[src/rtl/motor_link_guard_pkg.sv]
// Shared types and constants for the motor link interlock guard.
package MCPkg;

    typedef struct packed {
        logic clk;
        logic reset;
    } ckrs_t;

    typedef enum logic [1:0] {
        SAFE    = 2'd0,
        ARMING  = 2'd1,
        ACTIVE  = 2'd2,
        TIMEOUT = 2'd3
    } guard_state_t;

    // Feedback-loop signature the GEFE returns when the serial interlock chain is closed.
    localparam logic [31:0] GEFE_INTERLOCK     = 32'hA55A_C33C;
    localparam logic [31:0] GUARD_SAFE_WORD    = '1;
    localparam int          DEFAULT_TIMEOUT    = 4000;
    localparam int          DEFAULT_ARM_FRAMES = 8;

endpackage

[src/rtl/motor_link_guard_if.sv]
// Bundle of the GBT-side stream, motor pin, and status signals of the guard.
interface motor_link_guard_if #(
    parameter int MOTORS    = 16,
    parameter int CTRL_BITS = 4
);
    // frame_valid_i is a one-cycle data-valid strobe with no ready: the rx stream cannot be stalled.
    logic                          frame_valid_i;
    logic [31:0]                   feedback_ib32;
    logic [MOTORS*CTRL_BITS-1:0]   motor_data_ib;
    logic [15:0]                   mem_data_ib16;
    logic [MOTORS-1:0]             enable_mask_ib;
    logic [MOTORS-1:0]             pfail_ib;
    logic                          clear_faults_i;
    logic [MOTORS*CTRL_BITS-1:0]   motor_ctrl_ob;
    logic [15:0]                   mem_data_ob16;
    logic                          mem_valid_o;
    logic [1:0]                    state_ob2;
    logic [MOTORS-1:0]             fault_ob;
    logic [15:0]                   timeout_count_ob16;

    modport master (
        output frame_valid_i, feedback_ib32, motor_data_ib, mem_data_ib16,
               enable_mask_ib, pfail_ib, clear_faults_i,
        input  motor_ctrl_ob, mem_data_ob16, mem_valid_o, state_ob2,
               fault_ob, timeout_count_ob16
    );

    modport slave (
        input  frame_valid_i, feedback_ib32, motor_data_ib, mem_data_ib16,
               enable_mask_ib, pfail_ib, clear_faults_i,
        output motor_ctrl_ob, mem_data_ob16, mem_valid_o, state_ob2,
               fault_ob, timeout_count_ob16
    );

endinterface

[src/rtl/motor_link_guard_watchdog.sv]
// Frame-loss watchdog: reloadable down-counter whose expiry strobe fires
// g_timeout enabled cycles after the last load.
module guard_watchdog #(
    parameter int WIDTH   = 16,
    parameter int TIMEOUT = 4000
) (
    input  logic clk,
    input  logic reset_n,
    input  logic load,
    input  logic enable,
    output logic expired
);
    localparam logic [WIDTH-1:0] RELOAD = WIDTH'(TIMEOUT - 1);

    logic [WIDTH-1:0] count;

    always_ff @(posedge clk) begin
        if (!reset_n || load) begin
            count <= RELOAD;
        end else if (enable && count != '0) begin
            count <= count - WIDTH'(1);
        end
    end

    // Zero means g_timeout-1 idle cycles have already elapsed; the edge seen now is the expiry edge.
    assign expired = enable && !load && (count == '0);

endmodule

[src/rtl/motor_link_guard.sv]
// Interlock stage between the GBT rx stream and the stepper-motor pins:
// arming, frame-loss watchdog, per-motor enable masking and latched power-fail faults.
module motor_link_guard
    import MCPkg::*;
#(
    parameter int          g_motors     = 16,
    parameter int          g_ctrl_bits  = 4,
    parameter logic [31:0] g_interlock  = GEFE_INTERLOCK,
    parameter int          g_arm_frames = DEFAULT_ARM_FRAMES,
    parameter int          g_timeout    = DEFAULT_TIMEOUT
) (
    input ckrs_t              ClkRs_ix,
    motor_link_guard_if.slave bus
);
    localparam logic [g_ctrl_bits-1:0] SAFE_CH    = GUARD_SAFE_WORD[g_ctrl_bits-1:0];
    localparam logic [7:0]             ARM_TARGET = 8'(g_arm_frames);

    logic              clk;
    logic              rst_n;
    logic              good;
    logic              bad;
    logic              accept;
    logic              stay_active;
    logic              expired;
    logic              wd_load;
    guard_state_t      state;
    logic [7:0]        arm_cnt;
    logic [15:0]       mem_q;
    logic              mem_valid_q;
    logic [15:0]       tcnt;
    logic [g_motors-1:0] fault;

    assign clk   = ClkRs_ix.clk;
    assign rst_n = ClkRs_ix.reset;

    assign good        = bus.frame_valid_i && (bus.feedback_ib32 == g_interlock);
    assign bad         = bus.frame_valid_i && (bus.feedback_ib32 != g_interlock);
    assign accept      = (state == ACTIVE) && good;
    assign stay_active = (state == ACTIVE) && !bad && !expired;
    assign wd_load     = (state != ACTIVE) || good;

    guard_watchdog #(
        .WIDTH   (16),
        .TIMEOUT (g_timeout)
    ) u_watchdog (
        .clk     (clk),
        .reset_n (rst_n),
        .load    (wd_load),
        .enable  (state == ACTIVE),
        .expired (expired)
    );

    always_ff @(posedge clk) begin
        if (!rst_n) begin
            state       <= SAFE;
            arm_cnt     <= '0;
            mem_q       <= '0;
            mem_valid_q <= 1'b0;
            tcnt        <= '0;
        end else begin
            mem_valid_q <= accept;
            if (accept) begin
                mem_q <= bus.mem_data_ib16;
            end
            case (state)
                SAFE: begin
                    if (good) begin
                        arm_cnt <= 8'd1;
                        state   <= (ARM_TARGET == 8'd1) ? ACTIVE : ARMING;
                    end
                end
                ARMING: begin
                    if (bad) begin
                        state   <= SAFE;
                        arm_cnt <= '0;
                    end else if (good) begin
                        arm_cnt <= arm_cnt + 8'd1;
                        if (arm_cnt + 8'd1 == ARM_TARGET) begin
                            state <= ACTIVE;
                        end
                    end
                end
                ACTIVE: begin
                    if (bad) begin
                        state   <= SAFE;
                        arm_cnt <= '0;
                    end else if (expired) begin
                        state <= TIMEOUT;
                        if (tcnt != 16'hFFFF) begin
                            tcnt <= tcnt + 16'd1;
                        end
                    end
                end
                TIMEOUT: begin
                    state   <= SAFE;
                    arm_cnt <= '0;
                end
                default: begin
                    state   <= SAFE;
                    arm_cnt <= '0;
                end
            endcase
        end
    end

    // A set on the same cycle as a clear wins, so clearing leaves exactly the still-failing bits.
    always_ff @(posedge clk) begin
        if (!rst_n) begin
            fault <= '0;
        end else if (bus.clear_faults_i) begin
            fault <= bus.pfail_ib;
        end else begin
            fault <= fault | bus.pfail_ib;
        end
    end

    for (genvar m = 0; m < g_motors; m++) begin : g_chan
        logic                   permitted;
        logic [g_ctrl_bits-1:0] word;

        assign permitted = bus.enable_mask_ib[m] && !fault[m];

        always_ff @(posedge clk) begin
            if (!rst_n || !stay_active || !permitted) begin
                word <= SAFE_CH;
            end else if (good) begin
                word <= bus.motor_data_ib[m*g_ctrl_bits +: g_ctrl_bits];
            end
        end

        assign bus.motor_ctrl_ob[m*g_ctrl_bits +: g_ctrl_bits] = word;
    end

    assign bus.mem_data_ob16      = mem_q;
    assign bus.mem_valid_o        = mem_valid_q;
    assign bus.state_ob2          = state;
    assign bus.fault_ob           = fault;
    assign bus.timeout_count_ob16 = tcnt;

endmodule

[src/flat_wrapper.sv]
// flat-port wrapper written by rule: the top's interface ports become plain ports
module motor_link_guard_flat import MCPkg::*;
#(
    parameter int          g_motors     = 16,
    parameter int          g_ctrl_bits  = 4,
    parameter logic [31:0] g_interlock  = GEFE_INTERLOCK,
    parameter int          g_arm_frames = DEFAULT_ARM_FRAMES,
    parameter int          g_timeout    = DEFAULT_TIMEOUT
)
  (ClkRs_ix, bus_frame_valid_i, bus_feedback_ib32, bus_motor_data_ib, bus_mem_data_ib16, bus_enable_mask_ib, bus_pfail_ib, bus_clear_faults_i, bus_motor_ctrl_ob, bus_mem_data_ob16, bus_mem_valid_o, bus_state_ob2, bus_fault_ob, bus_timeout_count_ob16);
  motor_link_guard_if #(.MOTORS((16)), .CTRL_BITS((4))) bus_i ();
  input ckrs_t ClkRs_ix;
  input wire logic [$bits(bus_i.frame_valid_i)-1:0] bus_frame_valid_i;
  input wire logic [$bits(bus_i.feedback_ib32)-1:0] bus_feedback_ib32;
  input wire logic [$bits(bus_i.motor_data_ib)-1:0] bus_motor_data_ib;
  input wire logic [$bits(bus_i.mem_data_ib16)-1:0] bus_mem_data_ib16;
  input wire logic [$bits(bus_i.enable_mask_ib)-1:0] bus_enable_mask_ib;
  input wire logic [$bits(bus_i.pfail_ib)-1:0] bus_pfail_ib;
  input wire logic [$bits(bus_i.clear_faults_i)-1:0] bus_clear_faults_i;
  output wire logic [$bits(bus_i.motor_ctrl_ob)-1:0] bus_motor_ctrl_ob;
  output wire logic [$bits(bus_i.mem_data_ob16)-1:0] bus_mem_data_ob16;
  output wire logic [$bits(bus_i.mem_valid_o)-1:0] bus_mem_valid_o;
  output wire logic [$bits(bus_i.state_ob2)-1:0] bus_state_ob2;
  output wire logic [$bits(bus_i.fault_ob)-1:0] bus_fault_ob;
  output wire logic [$bits(bus_i.timeout_count_ob16)-1:0] bus_timeout_count_ob16;
  assign bus_i.frame_valid_i = bus_frame_valid_i;
  assign bus_i.feedback_ib32 = bus_feedback_ib32;
  assign bus_i.motor_data_ib = bus_motor_data_ib;
  assign bus_i.mem_data_ib16 = bus_mem_data_ib16;
  assign bus_i.enable_mask_ib = bus_enable_mask_ib;
  assign bus_i.pfail_ib = bus_pfail_ib;
  assign bus_i.clear_faults_i = bus_clear_faults_i;
  assign bus_motor_ctrl_ob = bus_i.motor_ctrl_ob;
  assign bus_mem_data_ob16 = bus_i.mem_data_ob16;
  assign bus_mem_valid_o = bus_i.mem_valid_o;
  assign bus_state_ob2 = bus_i.state_ob2;
  assign bus_fault_ob = bus_i.fault_ob;
  assign bus_timeout_count_ob16 = bus_i.timeout_count_ob16;
  motor_link_guard #(.g_motors(g_motors), .g_ctrl_bits(g_ctrl_bits), .g_interlock(g_interlock), .g_arm_frames(g_arm_frames), .g_timeout(g_timeout)) u_core (.ClkRs_ix(ClkRs_ix), .bus(bus_i));
endmodule
[config.mk]
export PLATFORM = sky130hd
export DESIGN_NAME = motor_link_guard_flat
export DESIGN_NICKNAME = d
export VERILOG_FILES = /design/src/rtl/motor_link_guard_pkg.sv /design/src/rtl/motor_link_guard_if.sv /design/src/rtl/motor_link_guard_watchdog.sv /design/src/rtl/motor_link_guard.sv /design/src/flat_wrapper.sv
export SDC_FILE = /design/constraint.sdc
export NUM_CORES = 1
export LEC_CHECK = 0
export BUFFER_PORTS_ARGS = -buffer_cell sky130_fd_sc_hd__buf_2
export CORE_ASPECT_RATIO = 0.9
export CORE_MARGIN = 5
export CORE_UTILIZATION = 47
export DETAILED_ROUTE_END_ITERATION = 10
export GPL_ROUTABILITY_DRIVEN = 0
export HOLD_SLACK_MARGIN = 0.03
export PLACE_DENSITY_LB_ADDON = 0.12
export RECOVER_POWER = 50
export SYNTH_ARGS = -nofsm -noshare
export SYNTH_HDL_FRONTEND = slang
export SYNTH_SLANG_ARGS = --single-unit
[constraint.sdc]
create_clock -name ClkRs_ix -period 2.15 [get_ports ClkRs_ix]
set_input_delay 0.3225 -clock ClkRs_ix [delete_from_list [all_inputs] [get_ports ClkRs_ix]]
set_output_delay 0.3225 -clock ClkRs_ix [all_outputs]
set_load 0.02 [all_outputs]
**Yosys cells after proc, flatten, opt, wreduce, memory -nomap -nowiden**

Index checks and enable logic that the tools add are counted.

- Flip-flop bits (word level): 139
- Output and inout port bits: 115
- Word-level logic and storage cells: 140

- Add/sub/neg operators: 3
- Eq/ne operators: 13
- Multiplexer cells: 13
- Bitwise operators: 2
- Reduce and logical (&&, ||, !) cells: 86

Operators by type and width:

| operator | number |
|---|---|
| logical NOT 1 bit | 37 |
| equality test 32 bit (second input constant) | 1 |
| 2-to-1 mux 8 bit | 4 |
| != test 32 bit (second input constant) | 1 |
| one-hot mux 8 bit (4 select lines) | 1 |
| logical AND 1 bit | 24 |
| logical OR 1 bit | 19 |
| adder 16 x 1 -> 16 bit (second input constant) | 1 |
| logical NOT 16 bit | 1 |
| 2-to-1 mux 16 bit | 1 |
| != test 16 bit (second input constant) | 1 |
| bitwise OR 16 bit | 1 |
| nonzero test 16 bit | 1 |
| subtractor 16 x 1 -> 16 bit (second input constant) | 1 |
| 2-to-1 mux 2 bit | 6 |
| != test 3 x 1 -> 1 bit (second input constant) | 3 |
| adder 8 x 1 -> 8 bit (second input constant) | 1 |
| equality test 8 x 4 -> 1 bit (second input constant) | 1 |
| one-hot mux 2 bit (4 select lines) | 1 |
| AND reduction 4 bit | 2 |
| equality test 2 bit (second input constant) | 2 |
| != test 2 x 1 -> 1 bit (second input constant) | 2 |
| AND reduction 3 bit | 1 |
| equality test 2 x 1 -> 1 bit (second input constant) | 1 |
| 3 further kinds | 3 |

**Logic depth before layout (Yosys ltp)**

Gate-level depths: netlist of run 1.

- Word-level depth: 11
- Depth in mapped cells: 9
- Depth with buffers taken out: 7

**By module**

From an unflattened synthesis of run 1, not the netlist that was laid out.

- Cells, all modules: 724
- Area, all modules: 6152.2 µm²

Modules (own cells, without submodules):

| module | times used | cells an instance | area an instance (µm²) | sequential area each (µm²) |
|---|---|---|---|---|
| motor_link_guard | 1 | 621 | 5260.0 | 2462.4 |
| guard_watchdog | 1 | 103 | 892.1 | 320.3 |

**Worst setup path after synthesis of run 1**

OpenSTA, ideal clock, no wires.

- Path kind: input -> register
- From: input bus_feedback_ib32[28]
- To: register u_core.state[1] (netlist: u_core.bus.state_ob2[1])
- Data arrival time: 1911 ps
- Required time: 2080 ps
- Setup slack: 168 ps
- Cell stages on the path: 6
- Path through: or4b_1 > and4bb_1 > nand3_1 > buf_2 > or3_1 > a21oi_1

- Longest elaborated chain between the ends: 8
- Elaborated cells between the ends (all ways): 16

Ends and longest elaborated chain:

| element | line | source |
|---|---|---|
| from (decl) | flat_wrapper.sv:14 | `input wire logic [$bits(bus_i.feedback_ib32)-1:0] bus_feedback_ib32;` |
| equality test 32 bit | motor_link_guard.sv:36 | `assign good = bus.frame_valid_i && (bus.feedback_ib32 == g_interlock);` |
| logical AND 1 bit | motor_link_guard.sv:36 |  |
| logical OR 1 bit | motor_link_guard.sv:40 | `assign wd_load = (state != ACTIVE) \|\| good;` |
| logical NOT 1 bit | motor_link_guard_watchdog.sv:26 | `assign expired = enable && !load && (count == '0);` |
| logical AND 1 bit (2 in series) | motor_link_guard_watchdog.sv:26 |  |
| != test 3 x 1 -> 1 bit (no source line) | - |  |
| AND reduction 4 bit (no source line) | - |  |
| to (signal assigned) | motor_link_guard.sv:69 | `state <= (ARM_TARGET == 8'd1) ? ACTIVE : ARMING;` |
| to (decl) | motor_link_guard.sv:26 | `guard_state_t state;` |

Parallel ways exist; a longest one is shown, timed or not.
A chain may end at the register's enable or synchronous reset.

**Final worst setup path of run 1**

- From: register u_core.u_watchdog.count[2]
- To: register u_core.u_watchdog.count[14]

- Longest elaborated chain between the ends: 2
- Elaborated cells between the ends (all ways): 3

Ends and longest elaborated chain:

| element | line | source |
|---|---|---|
| from (decl) | motor_link_guard_watchdog.sv:15 | `logic [WIDTH-1:0] count;` |
| from (signal assigned) | motor_link_guard_watchdog.sv:21 | `count <= count - WIDTH'(1);` |
| branches (longest 2 deep; another with subtractor 16 x 1 -> 16 bit) | - |  |

Several ways; the timed one is not identified.

==> qor.yml, run 1 <==
global_routing:
  grt_first_pass_wirelength_mm: 32.2
  grt_pass1_vias: 7826
  grt_antenna_before_repair: 0
  grt_overflow_total: 0
  grt_max_degree: 83
  grt_usage: 0.278
yosys:
  synth_seq_area_share: 0.474
  synthTopCellsByCount: "nand2_1, dfxtp_1, nand4_1"
  syn_nets: 878
  mappedNetlistArea_um2: 5870
  muxShareOfSynthArea: 0.00341
  synth_warnings: 0
  synth-xor-area-share: 0.0224
  synth-seq-cells: 139
  synth_edf_count: 0
  synth_ff_type: "dfxtp_1"
  yosysTopAreaCell: "dfxtp_1"
  synth_top_family_by_area: "simple AND/OR/NAND/NOR gates"
  synth.distinct_cells: 48
  avgSynthCellArea_um2: 8.09
  synth-simple-area-share: 0.343
  synth_fa_ha_area_frac: 0.00852
  netlist_instances: 726
  synth_top_area_frac: 0.474
  synthTopCellsByArea: "dfxtp_1, nand2_1, nand4_1"
  yosysMostFrequentCell: "nand2_1"
  synth_compound_area_frac: 0.105
  synthArstFlopShare: 0
power_and_ir_drop:
  ir_drop_mv: 0.650
  leakage_nw: 4.05
  finalPower_w: 0.00836
  pwr_density_cell_nw_per_um2: 926
timing:
  rsz0062_at_grt: "yes"
  fmax_mhz: 468
  relSlewSlack: 0.576
  finalHoldViolCount: 0
  period_needed_ps: 2140
  finalCritPeriodShare: 0.994
  setup_viol: 0
  final_max_slew_viol_count: 0
  whs_ps: 73.6
  tightestPinTransition_ps: 636
  tns_ps: 0
  clock_skew_ps: 6.54
finish:
  finalNonFillerCells: 1278
  antenna_cells: 0
  area_delta_synth_final_pct: 53.6
  drive_above_1_share: 0.240
  layout.nets: 1244
worst_setup_path:
  path_max_fanout: 5
  crit_arrival_ps: 2410
  required_ps: 2430
  end_kind: "flop"
  cp_cell_sequence: "or4_4 > buf_6 > buf_4 > nor3_1 > buf_4 > nand4_1 > xor2_1 > nor3_1"
  critPathLaunchType: "flop"
  cpMaxStageDelayCell: "or4_4"
  critPathKind: "flop to flop"
  cp_slowest_stage_delay_ps: 540
routing:
  drt_first_pass_iters: 7
  drc: 0
  vias: 6781
  wl_per_cell_um: 16.0
  routed_wl_mm: 20.5
  vias_per_cell: 5.31
  drt_iter0_drc: 548
  final_antenna_net_count: 0
clocking:
  clk_pin_slew_ps: 60
  cts_tree: "built"
  ctsHoldBuffers: 0
  insertion_delay_ps: 420
worst_hold_path:
  worstHoldPathType: "clock port to flop"
place:
  io_buffers: 261
  place_hpwl_mm: 13.2
  dp.cells: 1151
floorplanning:
  core_area_um2: 12200
  io_pins: 263
  die-area_um2: 14800
  start_util: 0.483
  die_w_um: 128
  rows: 38
  dieHeight_um: 116
run:
  cap_violations: 0
outcome:
  status: "completed"
==> routing by layer <==
layer	vias to the layer above	wire length, µm	global-route usage
met1	3097	8030	0.257
li1	3316	-	-
met5	-	0	0.00654
met2	312	10100	0.392
met3	56	1860	0.191
met4	0	513	0.288
==> power breakdown <==
part	switching, W	total (W)	internal, W
Sequential	0.000113	0.00283	0.00272
Combinational	0.000387	0.000578	0.000191
Clock	0.00201	0.00495	0.00294
Total	0.00251	0.00836	0.00585
==> cell usage in the layout, fill, tap and decap left out, types with 37 or more instances in the layout <==
master / instances
nand2_1: 179
buf_2: 148
dfxtp_1: 139
clkbuf_1: 127
nand4_1: 73
inv_1: 62
a21oi_1: 47
clkbuf_16: 44
nor2_1: 42
o21ai_0: 37
==> worst max-delay path, delay by kind of cell, from the launching register on <==
kind | cells | cell delay (ps)
xor gates and xnor gates | 1 | 220
and+or+nand+nor | 4 | 990
DFF | 1 | 310
buffers and inverters | 3 | 480
==> registers in the layout (all words and copies together), names as in the netlist <==
register	flops
u_core.g_chan.word	64
u_core.bus.mem_valid_o	1
u_core.bus.state_ob2	2
u_core.bus.mem_data_ob16	16
u_core.bus.fault_ob	16
u_core.arm_cnt	8
u_core.u_watchdog.count	16
u_core.bus.timeout_count_ob16	16
==> path summary, 6_finish.rpt <==
check                                                  from                               end  slack [ps]  cells after the start
worst min register to register  u_core.bus.mem_data_ob16[8]       u_core.bus.mem_data_ob16[8]         470                      2
worst max register to register   u_core.u_watchdog.count[2]       u_core.u_watchdog.count[14]          10                      8
worst min-delay path                            ClkRs_ix[0]  u_core.bus.timeout_count_ob16[9]          70                      4
worst max-delay path             u_core.u_watchdog.count[2]       u_core.u_watchdog.count[14]          10                      8
==> per-stage QoR <==
step	cell area (µm²)	util	setup WS, ps
3_5_place_dp	7580	0.622	-967
5_1_grt	9020	0.741	-62.8
3_3_place_gp	7580	0.622	-932
4_1_cts	9270	0.761	17.5
6_report	9020	0.741	13.3
2_1_floorplan	5870	-	168
==> cell families (layout without fill, tap and decap cells) <==
kind of cell	after synthesis	after routing
AOI/OAI and AO/OA	111	111
xor gates and xnor gates	15	15
adders and majority gates	4	4
buffers and inverters	54	446
DFF	139	139
muxes	2	2
and+or+nand+nor	401	401
==> repair_timing <==
action / in CTS / in global routing
setup buffers: 0 / 3
endpoints found under the setup margin: 64 / 43
resized for setup: 3 / 5
pin swaps: 3 / 2
endpoints found under the hold margin: 0 / 0
gates cloned: 0 / 0
==> final cells by class <==
class	count	area, µm²
fillers	996	3150
repair buffers	310	1530
inverters	11	41.3
clock inverters	72	438
flip-flops and latches	139	2780
clock buffers	53	1160
multi-input cells	533	2870
well taps	160	200
No activity file was read; power rests on OpenSTA's default activity.
==> inputs of run 2 (changes only) <==
--- a/config.mk
+++ b/config.mk
@@ -8,7 +8,7 @@
 export BUFFER_PORTS_ARGS = -buffer_cell sky130_fd_sc_hd__buf_2
 export CORE_ASPECT_RATIO = 0.9
 export CORE_MARGIN = 5
-export CORE_UTILIZATION = 47
+export CORE_UTILIZATION = 48
 export DETAILED_ROUTE_END_ITERATION = 10
 export GPL_ROUTABILITY_DRIVEN = 0
 export HOLD_SLACK_MARGIN = 0.03
@@ -16,4 +16,5 @@
 export RECOVER_POWER = 50
 export SYNTH_ARGS = -nofsm -noshare
 export SYNTH_HDL_FRONTEND = slang
+export SYNTH_HIERARCHICAL = 1
 export SYNTH_SLANG_ARGS = --single-unit
==> run 2 against run 1 <==
  * The flow now finishes with violations (setup timing)
  * Global-route usage grew 5.0 points
  * Via count up 12%
  * Clock power up 6.7%
  * Sequential share of layout area down 4.7 points
  * Non-clock buffer count did not move
  * Routed wire length rose by 23%
  * Register-to-register slack worse by 170 ps
  * Critical endpoint is now u_core/bus.timeout_count_ob16[8]
==> qor.yml, run 2 <==
outcome:
  status: "finished, violations left"
  violations: "setup timing"
floorplanning:
  die_w_um: 129  # +1.2%
  die-area_um2: 15200  # +2.3%
  io_pins: 263  # unchanged
  core_area_um2: 12600  # +3.8%
  start_util: 0.487  # +0.00416
  rows: 39  # +2.6%
  dieHeight_um: 117  # +1.2%
clocking:
  insertion_delay_ps: 420  # about the same
  clk_pin_slew_ps: 60  # about the same
  cts_tree: "built"
  ctsHoldBuffers: 0  # unchanged
worst_setup_path:
  ff2ff_path_depth: 10  # +2
  critPathLaunchType: "flop"
  path_max_fanout: 7  # +2
  cp_top_family: "compound AO/OA/AOI/OAI gates"
  path_depth: 10  # +2
  end_kind: "flop"
  crit_end: "u_core/bus.timeout_count_ob16[8]"
  required_ps: 2450  # +20 ps
  cp_slowest_stage_delay_ps: 370  # -170 ps
  critPathBufInv: 2  # -1
  crit_arrival_ps: 2600  # +190 ps
  reg2reg_to: "u_core/bus.timeout_count_ob16[8]"
  r2r-start: "u_core/u_watchdog/count[1]"
  cpMaxStageDelayCell: "a211o_4"
  critPathKind: "flop to flop"
  cp_cell_sequence: "inv_2 > ha_4 > nor4b_4 > nand4_2 > nor3b_4 > nand2_2 > a211o_4 > buf_4 > o31ai_1 > a21oi_2"
  r2r_slack_ps: -150  # -170 ps
  crit_start: "u_core/u_watchdog/count[1]"
yosys:
  yosysTopAreaCell: "dfxtp_1"
  mappedNetlistArea_um2: 6150  # +4.7%
  synth-seq-cells: 139  # unchanged
  synthTopCellsByArea: "dfxtp_1, nand2_1, nand3_1"
  synth_warnings: 6  # +6
  synth-simple-area-share: 0.350  # +0.00647
  synthArstFlopShare: 0  # unchanged
  yosysMostFrequentCell: "nand2_1"
  synth_seq_area_share: 0.452  # -0.0214
  muxShareOfSynthArea: 0.0295  # +0.0261
  synth_edf_count: 0  # unchanged
  avgSynthCellArea_um2: 8.50  # +5.0%
  synth.distinct_cells: 61  # +27%
  synth-xor-area-share: 0.00142  # -0.0209
  synth_fa_ha_area_frac: 0.00814  # -0.000385
  netlist_instances: 724  # -0.28%
  synthTopCellsByCount: "nand2_1, dfxtp_1, nand3_1"
  syn_nets: 876  # -0.23%
  synth_top_family_by_area: "simple AND/OR/NAND/NOR gates"
  synth_ff_type: "dfxtp_1"
  synth_compound_area_frac: 0.121  # +0.0154
  synth_top_area_frac: 0.452  # -0.0214
place:
  dpl_cell_area_um2: 8050  # +6.3%
  place_hpwl_mm: 13.7  # +4.1%
  dp.cells: 1155  # +0.35%
  io_buffers: 261  # unchanged
  pre_cts_slack_ps: -178  # +790 ps
power_and_ir_drop:
  ir_drop_mv: 0.707  # +8.7%
  leakage_nw: 4.88  # +20%
  pwr_density_cell_nw_per_um2: 835  # -9.8%
  finalPower_w: 0.00890  # +6.5%
global_routing:
  grt_first_pass_wirelength_mm: 38.2  # +19%
  grt_antenna_before_repair: 0  # unchanged
  grt_overflow_total: 0  # unchanged
  grt_pass1_vias: 8927  # +14%
  grt_max_degree: 69  # -17%
  grt_usage: 0.328  # +0.0504
timing:
  relSlewSlack: 0.440  # -0.136
  period_needed_ps: 2300  # +166 ps
  final_max_slew_viol_count: 0  # unchanged
  setup_viol: 65  # +65
  finalHoldViolCount: 0  # unchanged
  fmax_mhz: 434  # -7.2%
  tightestPinTransition_ps: 840  # +203 ps
  clock_skew_ps: 13.8  # +7.29 ps
  rsz0062_at_grt: "yes"
  finalCritPeriodShare: 1.07  # +0.0771
  layout_setup_ws_ps: -152  # -166 ps
  tns_ps: -2110  # -2110 ps
routing:
  final_antenna_net_count: 0  # unchanged
  routed_wl_mm: 25.2  # +23%
  wl_per_cell_um: 19.2  # +20%
  vias_per_cell: 5.81  # +9.5%
  drc: 0  # unchanged
  drt_iter0_drc: 669  # +22%
  vias: 7626  # +12%
  drt_first_pass_iters: 9  # +2
finish:
  regMostFlops: "u_core/g_chan.word"
  finalNonFillerCells: 1313  # +2.7%
  drive_above_1_share: 0.409  # +0.169
  layout.nets: 1277  # +2.7%
  final_cell_area_um2: 10700  # +18%
  antenna_cells: 0  # unchanged
  largest_reg_flops: 64  # unchanged
  mostFrequentLayoutCells: "buf_2, nand2_1, dfxtp_1"
  final_common_cell: "buf_2"
  area_delta_synth_final_pct: 73.2
worst_hold_path:
  worstHoldPathType: "clock port to flop"
run:
  cap_violations: 0  # unchanged
run 2: changes by cell type in the layout (fill, tap and decap cells not counted), moves of 11 or more:
cell       change
clkbuf_1     -116
buf_2        +109
nand4_1       -66
nand3_1       +65
clkbuf_16     +38
nand2_1       -28
o21ai_0       -25
nand2b_1      +17
nor2b_1       -17
nor2_1        -16
mux2i_1       +15
nor4_4        +14
xor2_1        -11
run 2: repair_timing:
item / 4_1_cts / 5_1_grt
endpoints found under the setup margin: 94 / 100
gates resized for setup: 17 / 13
pin swaps: 9 / 9
setup buffers: 3 / 1
run 2: logic make-up (layout without fill, tap and decap cells):
kind of cell             count (synthesis)  in the layout
XOR/XNOR                                 1              1
AND/OR/NAND/NOR                        392            392
AO/OA/AOI/OAI                          117            117
buffers and inverters                   53            478
flip-flops                             139            139
adder cells (fa/ha/maj)                  4              4
multiplexers                            18             18
run 2: how the worst min path moves through the flow:
stage	slack [ps]	endpoint	from	cells past startpoint
6_report	110	u_core/arm_cnt[1]	ClkRs_ix[0]	4
5_1_grt	100	u_core/arm_cnt[1]	ClkRs_ix[0]	4
4_1_cts	90	u_core/g_chan[7].word[2]	bus_motor_data_ib[30]	3
3_5_place_dp	120	u_core/arm_cnt[1]	ClkRs_ix[0]	1
3_3_place_gp	120	u_core/arm_cnt[1]	ClkRs_ix[0]	1
2_1_floorplan	320	u_core/u_watchdog/count[15]	ClkRs_ix[0]	3
run 2: layout make-up:
cell class / count / area, µm²
Clock buffer: 90 / 2090
Tap cell: 164 / 205
Timing Repair Buffer: 310 / 1760
Multi-Input combinational cell: 532 / 3400
Sequential cell: 139 / 2790
Inverter: 12 / 45.0
Clock inverter: 66 / 363
Fill cell: 688 / 1980
run 2: power by group:
group | total (W) | leakage (nW) | internal [W] | switching (W)
clock network | 0.00528 | 1.46 | 0.00305 | 0.00223
registers | 0.00285 | 1.13 | 0.00273 | 0.000126
logic | 0.000775 | 2.29 | 0.000295 | 0.000480
run 2: worst min-delay path, cell delays in order:
cell,delay (ps)
clkbuf_16,110
clkbuf_16,140
clkbuf_16,130
o21a_1,100
run 2: per-stage QoR:
stage / hold slack, ps / util
5_1_grt: 99.5 / 0.843
3_3_place_gp: 118 / 0.637
6_report: 107 / 0.843
3_5_place_dp: 118 / 0.637
2_1_floorplan: 320 / -
4_1_cts: 92.9 / 0.838
run 2: routing by layer:
metal  part of all wire  wire [µm]  global-route usage
met1               0.34       8700               0.280
met4              0.050       1250               0.368
met3               0.11       2870               0.230
met5                  0          0                   0
met2               0.49      12400               0.463
==> inputs of run 3 (changes only) <==
--- a/config.mk
+++ b/config.mk
@@ -8,7 +8,7 @@
 export BUFFER_PORTS_ARGS = -buffer_cell sky130_fd_sc_hd__buf_2
 export CORE_ASPECT_RATIO = 0.9
 export CORE_MARGIN = 5
-export CORE_UTILIZATION = 48
+export CORE_UTILIZATION = 43
 export DETAILED_ROUTE_END_ITERATION = 10
 export GPL_ROUTABILITY_DRIVEN = 0
 export HOLD_SLACK_MARGIN = 0.03
==> constraint.sdc (replaced) <==
create_clock -name ClkRs_ix -period 1.9 [get_ports ClkRs_ix]
set_input_delay 0.285 -clock ClkRs_ix [delete_from_list [all_inputs] [get_ports ClkRs_ix]]
set_output_delay 0.285 -clock ClkRs_ix [all_outputs]
set_load 0.02 [all_outputs]
==> run 3 against run 2 <==
  * The run still ends with setup timing left
  * Sequential share of layout area shrank 0.32 points
  * Core utilization shrank 7.1 points
  * Final cell count grew 3.9%
  * Hold slack got worse by 41 ps
  * Cell area rose by 1.4%
  * Flip-flop and latch count unchanged
  * Clock skew barely moved
  * Global-route usage decreased by 4.2 points
  * Routed wire length is 3.4% lower
  * Critical path type unchanged
  * Die area rose by 11%
==> qor.yml, run 3 (synthesis results as in run 2) <==
outcome:
  status: "finished, violations left"
  violations: "setup timing"
place:
  place_hpwl_mm: 14.2  # +3.3%
  pre_cts_slack_ps: -410  # -233 ps
  dpl_cell_area_um2: 8230  # +2.2%
  io_buffers: 261  # unchanged
  dp.cells: 1204  # +4.2%
floorplanning:
  die_w_um: 136  # +5.2%
  io_pins: 263  # unchanged
  rows: 41  # +5.1%
  dieHeight_um: 123  # +5.2%
  start_util: 0.439  # -0.0475
  core_area_um2: 14000  # +11%
  die-area_um2: 16800  # +11%
timing:
  period_needed_ps: 2190  # -113 ps
  whs_ps: 66.4  # -40.9 ps
  relSlewSlack: 0.426  # -0.0140
  layout_setup_ws_ps: -289  # -137 ps
  fmax_mhz: 457  # +5.2%
  rsz0062_at_grt: "yes"
  finalCritPeriodShare: 1.15  # +0.0813
  finalHoldViolCount: 0  # unchanged
  setup_viol: 105  # +62%
  tightestPinTransition_ps: 861  # +21.0 ps
  final_max_slew_viol_count: 0  # unchanged
  clock_skew_ps: 13.6  # -0.183 ps
routing:
  drt_first_pass_iters: 5  # -4
  routed_wl_mm: 24.4  # -3.4%
  drt_iter0_drc: 593  # -11%
  vias_per_cell: 5.48  # -5.6%
  drc: 0  # unchanged
  final_antenna_net_count: 0  # unchanged
  wl_per_cell_um: 17.9  # -7.0%
  vias: 7481  # -1.9%
worst_setup_path:
  cp_slowest_stage_delay_ps: 410  # +40 ps
  path_max_fanout: 7  # unchanged
  end_kind: "flop"
  critPathLaunchType: "flop"
  critPathKind: "flop to flop"
  cp_cell_sequence: "nor4_4 > buf_4 > nand4_4 > nor3b_4 > nand2_2 > a21o_4 > buf_6 > or4_4 > a21oi_2"
  crit_arrival_ps: 2550  # -50 ps
  cpMaxStageDelayCell: "or4_4"
  required_ps: 2260  # -190 ps
finish:
  layout.nets: 1299  # +1.7%
  drive_above_1_share: 0.338  # -0.0709
  regMostFlops: "u_core/g_chan.word"
  multiInputGateArea_um2: 3490  # +2.5%
  mostFrequentLayoutCells: "buf_2, nand2_1, dfxtp_1"
  final_cell_area_um2: 10800  # +1.4%
  antenna_cells: 0  # unchanged
  fillers: 980  # +42%
  largest_reg_flops: 64  # unchanged
  final_common_cell: "buf_2"
  area_delta_synth_final_pct: 75.7
  regArea_um2: 2790  # +0.18%
  finalNonFillerCells: 1364  # +3.9%
power_and_ir_drop:
  leakage_nw: 4.74  # -2.7%
  ir_drop_mv: 0.666  # -5.7%
  pwr_density_cell_nw_per_um2: 930  # +11%
clocking:
  clk_pin_slew_ps: 60  # about the same
  ctsHoldBuffers: 0  # unchanged
  cts_tree: "built"
  insertion_delay_ps: 430  # about the same
global_routing:
  grt_overflow_total: 0  # unchanged
  grt_usage: 0.286  # -0.0424
  grt_max_degree: 69  # unchanged
  grt_antenna_before_repair: 0  # unchanged
  grt_pass1_vias: 8840  # -0.97%
  grt_first_pass_wirelength_mm: 36.8  # -3.8%
worst_hold_path:
  worstHoldPathType: "input pin to flop"
run:
  cap_violations: 0  # unchanged
run 3: final cells by class:
| cell class | count | area share |
|---|---|---|
| Multi-Input combinational cell | 532 | 0.323 |
| Sequential cell | 139 | 0.258 |
| Clock buffer | 89 | 0.187 |
| Timing Repair Buffer | 332 | 0.168 |
| Clock inverter | 67 | 0.0380 |
| Tap cell | 193 | 0.0223 |
| Inverter | 12 | 0.00417 |
run 3: final timing paths:
kind | from | endpoint | slack [ps] | cells past startpoint
setup / recovery | u_core/u_watchdog/count[10] | u_core/bus.timeout_count_ob16[7] | -290 | 9
hold / removal | bus_pfail_ib[5] | u_core/bus.fault_ob[5] | 70 | 3
setup reg to reg | u_core/u_watchdog/count[10] | u_core/bus.timeout_count_ob16[7] | -290 | 9
hold reg to reg | u_core/bus.mem_data_ob16[14] | u_core/bus.mem_data_ob16[14] | 450 | 2
run 3: timing repair:
action,CTS,global route
pin swaps,14,6
setup endpoints to repair,108,115
resized for setup,35,33
setup buffers,5,1
gates cloned,0,0
run 3: stage by stage:
| stage | total power (W) | util | TNS [ps] |
|---|---|---|---|
| after floorplan | 0.00428 | - | -28830 |
| final | 0.0101 | 0.772 | -15290 |
| after global placement | 0.00453 | 0.588 | -19490 |
| after global routing | 0.0106 | 0.772 | -22950 |
| after detailed placement | 0.00453 | 0.588 | -21590 |
| after CTS | 0.0106 | 0.780 | -17250 |
run 3: worst max-delay path, delay by kind of cell (launching register included):
family | cells | cell delay [ps]
AND/OR/NAND/NOR | 5 | 1140
buffers and inverters | 2 | 290
AO/OA/AOI/OAI | 2 | 360
flip-flops | 1 | 330
run 3: where the power goes:
part | internal [W] | switching, W | total [W]
Clock | 0.00345 | 0.00252 | 0.00596
Sequential | 0.00309 | 0.000147 | 0.00324
Combinational | 0.000315 | 0.000545 | 0.000860
Total | 0.00685 | 0.00321 | 0.0101
run 3: per-layer routing:
layer / wire length, µm / global-route usage / part of all wire
met1: 9060 / 0.257 / 0.37
met2: 12200 / 0.408 / 0.50
met3: 2290 / 0.196 / 0.094
met4: 821 / 0.304 / 0.034
met5: 0 / 0 / 0
